===== src/rtl/hazard_pkg.sv =====
// rtl/hazard_pkg.sv - shared types and defaults for the pipeline hazard controller
package hazard_pkg;

   typedef enum logic [1:0] {
      FWD_RF  = 2'b00,
      FWD_EX  = 2'b01,
      FWD_MEM = 2'b10,
      FWD_WB  = 2'b11
   } fwd_sel_t;

   typedef enum logic [1:0] {
      RUN     = 2'b00,
      MC_WAIT = 2'b01,
      ERR     = 2'b10
   } hz_state_t;

   localparam int MC_TIMEOUT_DEF = 64;

endpackage


===== src/rtl/hazard_ctrl_fwd_sel.sv =====
// rtl/hazard_ctrl_fwd_sel.sv - per-operand forwarding source selector (youngest producer wins)
module fwd_sel
   import hazard_pkg::*;
#(
   parameter int REG_W = 5
) (
   input  logic [REG_W-1:0] rs,
   input  logic             use_rs,
   input  logic [REG_W-1:0] rw_ex,
   input  logic [REG_W-1:0] rw_mem,
   input  logic [REG_W-1:0] rw_wb,
   input  logic             wr_en_ex,
   input  logic             wr_en_mem,
   input  logic             wr_en_wb,
   input  logic             load_ex,
   output fwd_sel_t         sel
);

   always_comb begin
      sel = FWD_RF;
      if (use_rs) begin
         // A load in EX has no data yet; the load-use stall covers that case.
         if (wr_en_ex && !load_ex && (rw_ex == rs)) begin
            sel = FWD_EX;
         end else if (wr_en_mem && (rw_mem == rs)) begin
            sel = FWD_MEM;
         end else if (wr_en_wb && (rw_wb == rs)) begin
            sel = FWD_WB;
         end
      end
   end

endmodule


===== src/rtl/hazard_ctrl.sv =====
// rtl/hazard_ctrl.sv - hazard controller: forwarding, branch/load-use control, multi-cycle EX wait
// Optional saturating performance counters when HAZARD_CTRL_PERF_EN is defined.
module hazard_ctrl
   import hazard_pkg::*;
#(
   parameter int REG_W      = 5,
   parameter int MC_TIMEOUT = MC_TIMEOUT_DEF,
   parameter int CNT_W      = 16
) (
   input  logic             clock,
   input  logic             reset,
   input  logic [REG_W-1:0] ra_id,
   input  logic [REG_W-1:0] rb_id,
   input  logic             use_ra,
   input  logic             use_rb,
   input  logic [REG_W-1:0] rw_ex,
   input  logic [REG_W-1:0] rw_mem,
   input  logic [REG_W-1:0] rw_wb,
   input  logic             wr_en_ex,
   input  logic             wr_en_mem,
   input  logic             wr_en_wb,
   input  logic             load_ex,
   input  logic             branch_taken,
   input  logic             mc_start,
   input  logic             mc_done,
   output logic [1:0]       forward_ra,
   output logic [1:0]       forward_rb,
   output logic             stall_if,
   output logic             stall_id,
   output logic             stall_ex,
   output logic             flush_id,
   output logic             flush_ex,
   output logic             mc_error
`ifdef HAZARD_CTRL_PERF_EN
   ,
   output logic [CNT_W-1:0] stall_cnt,
   output logic [CNT_W-1:0] flush_cnt,
   output logic [CNT_W-1:0] fwd_cnt
`endif
);

   localparam int WAIT_W = (MC_TIMEOUT > 2) ? $clog2(MC_TIMEOUT) : 1;
   localparam logic [WAIT_W-1:0] WAIT_LAST = WAIT_W'(MC_TIMEOUT - 1);

   hz_state_t         state_q, state_d;
   logic [WAIT_W-1:0] wait_cnt_q, wait_cnt_d;
   logic              active_q, active_d;
   fwd_sel_t          fwd_a, fwd_b;
   logic              load_use;

   fwd_sel #(.REG_W(REG_W)) u_fwd_a (
      .rs        (ra_id),
      .use_rs    (use_ra),
      .rw_ex     (rw_ex),
      .rw_mem    (rw_mem),
      .rw_wb     (rw_wb),
      .wr_en_ex  (wr_en_ex),
      .wr_en_mem (wr_en_mem),
      .wr_en_wb  (wr_en_wb),
      .load_ex   (load_ex),
      .sel       (fwd_a)
   );

   fwd_sel #(.REG_W(REG_W)) u_fwd_b (
      .rs        (rb_id),
      .use_rs    (use_rb),
      .rw_ex     (rw_ex),
      .rw_mem    (rw_mem),
      .rw_wb     (rw_wb),
      .wr_en_ex  (wr_en_ex),
      .wr_en_mem (wr_en_mem),
      .wr_en_wb  (wr_en_wb),
      .load_ex   (load_ex),
      .sel       (fwd_b)
   );

   assign load_use = load_ex & wr_en_ex &
                     ((use_ra & (ra_id == rw_ex)) | (use_rb & (rb_id == rw_ex)));

   // active_q keeps every output quiet for the first cycle after reset release.
   always_comb begin
      state_d    = state_q;
      wait_cnt_d = wait_cnt_q;
      active_d   = 1'b1;
      forward_ra = FWD_RF;
      forward_rb = FWD_RF;
      stall_if   = 1'b0;
      stall_id   = 1'b0;
      stall_ex   = 1'b0;
      flush_id   = 1'b0;
      flush_ex   = 1'b0;
      mc_error   = 1'b0;
      if (active_q) begin
         forward_ra = fwd_a;
         forward_rb = fwd_b;
         case (state_q)
            RUN: begin
               if (mc_start) begin
                  if (!mc_done) begin
                     state_d    = MC_WAIT;
                     wait_cnt_d = '0;
                  end
               end else if (branch_taken) begin
                  flush_id = 1'b1;
                  flush_ex = 1'b1;
               end else if (load_use) begin
                  stall_if = 1'b1;
                  stall_id = 1'b1;
                  flush_ex = 1'b1;
               end
            end
            MC_WAIT: begin
               stall_if   = 1'b1;
               stall_id   = 1'b1;
               stall_ex   = 1'b1;
               wait_cnt_d = (wait_cnt_q == WAIT_LAST) ? wait_cnt_q : wait_cnt_q + WAIT_W'(1);
               if (mc_done) begin
                  state_d = RUN;
               end else if (wait_cnt_q == WAIT_LAST) begin
                  state_d = ERR;
               end
            end
            ERR: begin
               stall_if   = 1'b1;
               stall_id   = 1'b1;
               stall_ex   = 1'b1;
               mc_error   = 1'b1;
               wait_cnt_d = (wait_cnt_q == WAIT_LAST) ? wait_cnt_q : wait_cnt_q + WAIT_W'(1);
            end
            default: begin
               state_d = RUN;
            end
         endcase
      end
   end

   always_ff @(posedge clock or negedge reset) begin
      if (!reset) begin
         state_q    <= RUN;
         wait_cnt_q <= '0;
         active_q   <= 1'b0;
      end else begin
         state_q    <= state_d;
         wait_cnt_q <= wait_cnt_d;
         active_q   <= active_d;
      end
   end

`ifdef HAZARD_CTRL_PERF_EN
   logic [CNT_W-1:0] stall_cnt_q, stall_cnt_d;
   logic [CNT_W-1:0] flush_cnt_q, flush_cnt_d;
   logic [CNT_W-1:0] fwd_cnt_q, fwd_cnt_d;

   always_comb begin
      stall_cnt_d = stall_cnt_q;
      flush_cnt_d = flush_cnt_q;
      fwd_cnt_d   = fwd_cnt_q;
      if (stall_if && !(&stall_cnt_q)) begin
         stall_cnt_d = stall_cnt_q + CNT_W'(1);
      end
      if (flush_id && !(&flush_cnt_q)) begin
         flush_cnt_d = flush_cnt_q + CNT_W'(1);
      end
      if (((|forward_ra) || (|forward_rb)) && !(&fwd_cnt_q)) begin
         fwd_cnt_d = fwd_cnt_q + CNT_W'(1);
      end
   end

   always_ff @(posedge clock or negedge reset) begin
      if (!reset) begin
         stall_cnt_q <= '0;
         flush_cnt_q <= '0;
         fwd_cnt_q   <= '0;
      end else begin
         stall_cnt_q <= stall_cnt_d;
         flush_cnt_q <= flush_cnt_d;
         fwd_cnt_q   <= fwd_cnt_d;
      end
   end

   assign stall_cnt = stall_cnt_q;
   assign flush_cnt = flush_cnt_q;
   assign fwd_cnt   = fwd_cnt_q;
`endif

endmodule


===== config.mk =====
export PLATFORM = sky130hd
export DESIGN_NAME = hazard_ctrl
export DESIGN_NICKNAME = d
export VERILOG_FILES = /design/src/rtl/hazard_pkg.sv /design/src/rtl/hazard_ctrl_fwd_sel.sv /design/src/rtl/hazard_ctrl.sv
export SDC_FILE = /design/constraint.sdc
export NUM_CORES = 1
export LEC_CHECK = 0
export ABC_CLOCK_PERIOD_IN_PS = 1800
export BUFFER_PORTS_ARGS = -buffer_cell sky130_fd_sc_hd__buf_2
export CORE_ASPECT_RATIO = 0.5
export CORE_UTILIZATION = 35
export DETAILED_ROUTE_END_ITERATION = 7
export PLACE_DENSITY_LB_ADDON = 0.15
export SLEW_MARGIN = 40
export SYNTH_ARGS = -nofsm -noshare
export SYNTH_HDL_FRONTEND = slang
export SYNTH_SLANG_ARGS = --single-unit

===== constraint.sdc =====
create_clock -name clock -period 1.8 [get_ports clock]
set_clock_uncertainty 0.15 [all_clocks]
set_input_delay 0.18 -clock clock [delete_from_list [all_inputs] [get_ports clock]]
set_output_delay 0.18 -clock clock [all_outputs]
set_load 0.05 [all_outputs]

[Yosys cells after proc, flatten, opt, wreduce, memory -nomap -nowiden]
Index checks and enable logic that the tools add are counted.
Word-level totals
  input bits: 36
  flip-flop bits (word level): 9
Cells by class
  add/subtract/negate cells: 1
  bitwise operators: 6
  mux-type cells: 36
  eq/ne operators: 15
  reduce and logical (&&, ||, !) cells: 13
Operators by type and width (number)
  == test 5 bit: 8
  two-way mux 2 bit: 14
  two-way mux 6 bit: 3
  two-way mux 1 bit: 16
  one-hot mux 6 bit (2 select lines): 1
  AND reduction 5 bit: 2
  logical AND 1 bit: 7
  adder 6 x 1 -> 6 bit, second input constant: 1
  == test 6 bit, second input constant: 1
  != test 2 bit, second input constant: 3
  one-hot mux 2 bit (3 select lines): 1
  AND 1 bit: 4
  != test 3 bit, second input constant: 1
  == test 2 x 1 -> 1 bit, second input constant: 1
  == test 2 bit, second input constant: 1
  logical NOT 2 bit: 1
  one-hot mux 1 bit (2 select lines): 1
  nonzero test 2 bit: 1
  OR reduction 2 bit: 1
  logical NOT 1 bit: 1
  inverter 1 bit: 1
  OR 1 bit: 1

[Depth between registers and ports, before layout]
  word-level depth: 9
  mapped depth: 7
  gate-level depth less buffers: 7

[Modules after synthesis]
A second synthesis with hierarchy kept.
Unflattened totals
  cells, all modules: 146
  area total of the unflattened synthesis: 1211.2 sq um
Modules (own cells, without submodules)
  hazard_ctrl: times used 1, cells each 96, seq. area each 225.2 sq um, area each 803.3 sq um
  fwd_sel: times used 2, cells each 25, seq. area each 0.0 sq um, area each 203.9 sq um

[Worst setup path before layout]
Ideal clock, no wire load.
  kind: register to output
  from: reg state_q[0]
  to: out stall_if
  data arrival time: 2.095 ns
  setup slack: -0.625 ns
  stages on the path, launching flop included: 7
  required time: 1.470 ns
  cell sequence: dfrtp_1 -> inv_1 -> ha_1 -> and3_1 -> nand4_1 -> o22ai_1 -> buf_4
On the way
  word-level cells in the longest chain between the ends: 4
  elaborated cells on any way between the ends: 6
RTL lines
  start: declaration: line hazard_ctrl.sv:45  | hz_state_t state_q, state_d;
  start signal: assignment: line hazard_ctrl.sv:143  | state_q <= state_d;
  == test 2 x 1 -> 1 bit or == test 2 bit (tied branches)
  OR reduction 2 bit (no line)
  one-hot mux 1 bit (2 select lines) (*)
  two-way mux 1 bit (*)
  end: declaration: line hazard_ctrl.sv:28  | output logic stall_if,
Every way passes the cells marked *; elsewhere a longest branch is shown, timed or not.

[Worst setup path after layout]
  from: in ra_id[4]
  to: out forward_ra[1]
On the way
  word-level cells in the longest chain between the ends: 7
  elaborated cells on any way between the ends: 11
RTL lines
  start: declaration: line hazard_ctrl.sv:12  | input logic [REG_W-1:0] ra_id,
  == test 5 bit: line hazard_ctrl_fwd_sel.sv:27  | end else if (wr_en_wb && (rw_wb == rs)) begin
  logical AND 1 bit: line hazard_ctrl_fwd_sel.sv:27
  two-way mux 2 bit: line hazard_ctrl_fwd_sel.sv:27
  two-way mux 2 bit: line hazard_ctrl_fwd_sel.sv:25  | end else if (wr_en_mem && (rw_mem == rs)) begin
  two-way mux 2 bit (*): line hazard_ctrl_fwd_sel.sv:23  | if (wr_en_ex && !load_ex && (rw_ex == rs)) begin
  two-way mux 2 bit (*): line hazard_ctrl_fwd_sel.sv:21  | if (use_rs) begin
  two-way mux 2 bit (*): line hazard_ctrl.sv:93  | if (active_q) begin
  end: declaration: line hazard_ctrl.sv:26  | output logic [1:0] forward_ra,
Marked as above.

==> results.md <==
- Startpoint Class: input pin
- Max stage delay cell, worst path: nor4_1
- Largest family of logic cells by synthesized area: simple AND/OR/NAND/NOR gates
- Lkg Pwr: 0.830 nW
- Final nets: 233
- Sw Ratio: 0.386
- Pint: 0.798 mW
- Share of layout cells above drive strength 1: 0.524
- CTS tree: done
- # IOs: 46
- Crit-path max FO: 3
- Initial DRC Count: 2
- Post-route clock period utilization: 1.04
- Overall Power: 1.30 mW
- MaxCap Viol Count: 0
- Part of the power in registers: 0.212
- Post-Synth Simple-Gate Area: 0.252
- Row count: 13
- DRC: 0
- Synthesized area: 0.00106 mm²
- Final setup margin: -0.0642 ns
- Comb power frac: 0.606
- Root Buffer: clkbuf_8
- Ant diodes: 0
- CP cell instances: buf_2, xor2_1, nor4_1, and3_1, nor2b_4, a211oi_2, buf_6
- Compound-Gate Fraction of Synth Area: 0.178
- Pin count of the biggest net entering global routing: 10
- Deepest level of the CTS H-tree: 1
- P per Cell Area: 747 mW/mm²
- Clk_lat worst skew: 0.24 ns
- Clock-pin slew on the worst setup and hold paths: 0.05 ns
- Die W: 80.0 µm
- Failing checks: setup timing
- Status: complete, but fails checks
- Syn nets: 161
- Worst R2R Setup Slack: -0.04 ns
- WL final: 2.72 mm
- DR pass1 iterations: 2
- Final setup fails: 6
- DP Worst Slack: -0.140 ns
- Critical setup path kind: input pin to output pin
- Worst Path Required: 1.47 ns
- Seq. cell area: 225 µm²
- Avg Cell Area, Syn: 8.86 µm²
- Synth Area in Adders: 0.0588
- Via count: 1094
- Multiplexer share of the synthesized area: 0.0212
- RSZ-0062 raised after global routing: true
- Post-Synthesis Cells: 120
- Seq cells post-synth: 9
- Initial antenna violation count: 0
- DR vias/cell: 4.80
- WP data arrival: 1.53 ns
- CP endpoint kind: output pin
- RR Startpoint: state_q[1]$_DFFE_PN0P_
- Clock sinks: 9
- CP max stage delay: 0.33 ns
- Final Hold Viols: 0
- Number of flops mapped to enable cells by yosys: 0
- Vias in the first global route: 924
- Dpl hpwl: 2.07 mm
- Crit path launch: ra_id[4]
- Area grow syn2layout: 63.5%
- Congestion Overflow GR: 0
- Clock power share: 0.182
- Core area: 0.00273 mm²
- Die ar.: 0.00328 mm²
- CP delay by family, top: simple AND/OR/NAND/NOR gates
- First-pass GRT wire length: 3.84 mm
- Total net switching power: 0.501 mW
- Routed Antenna Nets: 0
- I/O Buffers: 45
- GP Congestion: 0.728
- Ys flop type: dfrtp_1
- Initial Util: 0.389
- Hold path startpoint: mc_done
- Netlist cell types: 40
- TritonCTS Buffers: 3
- Buf/Inv on CP: 2
- Wire per inst: 11.9 µm
- Fill cells: 240
- Yosys Warn Count: 0
- GRT Total Usage: 0.156
- VDD IR max: 716 µV
- Clock Path Buffers: 2
- Die height: 41.0 µm
- Multi-input gate area: 925 µm²
- Seq/Total Area, Yosys: 0.212
- Setup TNS: -0.271 ns
- Worst Hold Class: input pin to register
- FMAX: 0.536 GHz
- Post-synth ARST share: 1.00
- Final max-slew violation count: 0
- Area share of xor/xnor cells in the synthesized design: 0.247
- Fin crit period: 1.86 ns
-- worst register-to-register path, stage by stage, from the launching register on --
cell	delay (ns)
dfrtp_1	0.41
inv_2	0.08
ha_4	0.16
buf_4	0.14
nand3b_1	0.13
a21bo_2	0.17
nor2_1	0.06
mux2_2	0.26
a22o_1	0.18
-- cell families after synthesis --
logic type                 count (synthesis)
xor gates and xnor gates                  30
muxes                                      2
and+or+nand+nor                           42
AOI/OAI and AO/OA                         24
buffers and inverters                      7
adders and majority gates                  5
other                                      1
DFF                                        9
-- synthesized netlist by cell type (2+ instances only) --
| cell type | number | share of area |
|---|---|---|
| a22o_1 | 3 | 0.025 |
| nor4_1 | 3 | 0.018 |
| nand2b_1 | 2 | 0.012 |
| nand3_1 | 6 | 0.028 |
| dfrtp_1 | 9 | 0.21 |
| o22ai_1 | 2 | 0.012 |
| o21ai_0 | 2 | 0.0094 |
| nor2b_1 | 3 | 0.018 |
| xor2_1 | 23 | 0.19 |
| inv_1 | 6 | 0.021 |
| and2_1 | 4 | 0.024 |
| a21oi_1 | 5 | 0.024 |
| nand2_1 | 5 | 0.018 |
| and3_1 | 3 | 0.018 |
| xnor2_1 | 7 | 0.058 |
| ha_1 | 5 | 0.059 |
| nor2_1 | 8 | 0.028 |
| a22oi_1 | 2 | 0.014 |
-- cell usage in the layout (no fill, tap or decap), drive strengths merged, types with 2 or more instances in the layout --
cell type / count
xor2: 23
clkbuf: 6
o21ai: 3
xnor2: 7
ha: 5
buf: 65
and2: 4
mux2: 2
a21oi: 5
inv: 6
dfrtp: 9
a211oi: 2
and3: 4
nor4: 4
nor2b: 3
nand2: 5
nor2: 8
a22o: 3
nand3: 6
o22ai: 2
nand2b: 2
a22oi: 3
-- per-layer routing --
layer  wire (µm)  GRT usage  vias to the layer above  share of wire
li1            -          -                      565              -
met1        1220      0.188                      501           0.45
met2        1360      0.310                       24           0.50
met3         110     0.0156                        4          0.040
met4          27     0.0536                        0         0.0099
met5           0          0                        -              0
-- stage by stage --
stage | area, µm² | utilization | instances | hold WS [ns]
after floorplan | 1120 | - | 120 | -0.266
after global placement | 1480 | 0.543 | 215 | -0.110
after detailed placement | 1480 | 0.543 | 215 | -0.108
after CTS | 1630 | 0.597 | 225 | 0.130
after global routing | 1740 | 0.636 | 228 | 0.172
final | 1740 | 0.636 | 228 | 0.150
-- power by group through the flow --
stage          clock network [mW]  logic [mW]  registers (mW)
6_report                    0.236       0.787           0.276
5_1_grt                     0.255       0.850           0.280
4_1_cts                     0.241       0.700           0.277
3_5_place_dp                    0       0.623           0.279
3_3_place_gp                    0       0.616           0.277
2_1_floorplan                   0       0.421           0.279
-- path summary, 6_finish.rpt --
check,end,depth (start not counted)
max,forward_ra[1],7
min,state_q[1]$_DFFE_PN0P_,3
max reg2reg,wait_cnt_q[0]$_DFFE_PN0P_,8
min reg2reg,wait_cnt_q[4]$_DFFE_PN0P_,2
max in group asynchronous,wait_cnt_q[4]$_DFFE_PN0P_,2
min in group asynchronous,wait_cnt_q[2]$_DFFE_PN0P_,2
-- final cells by class --
class / instances / share of cell area
Clock buffer: 4 / 0.0259
Inverter: 6 / 0.0129
Multi-Input combinational cell: 104 / 0.532
Sequential cell: 9 / 0.129
Tap cell: 37 / 0.0266
Timing Repair Buffer: 68 / 0.273
-- registers in the layout, indices dropped and copies added (netlist names) --
signal and cells:
active_q 1, wait_cnt_q 6, state_q 2
-- timing repair --
item | 4_1_cts | 5_1_grt
pin swaps | 11 | 13
endpoints found under the hold margin | 9 | 0
setup buffers | 5 | 3
gates resized for setup | 18 | 23
endpoints found under the setup margin | 8 | 14
hold buffers | 1 | 0
No activity file was read; power rests on OpenSTA's default activity.
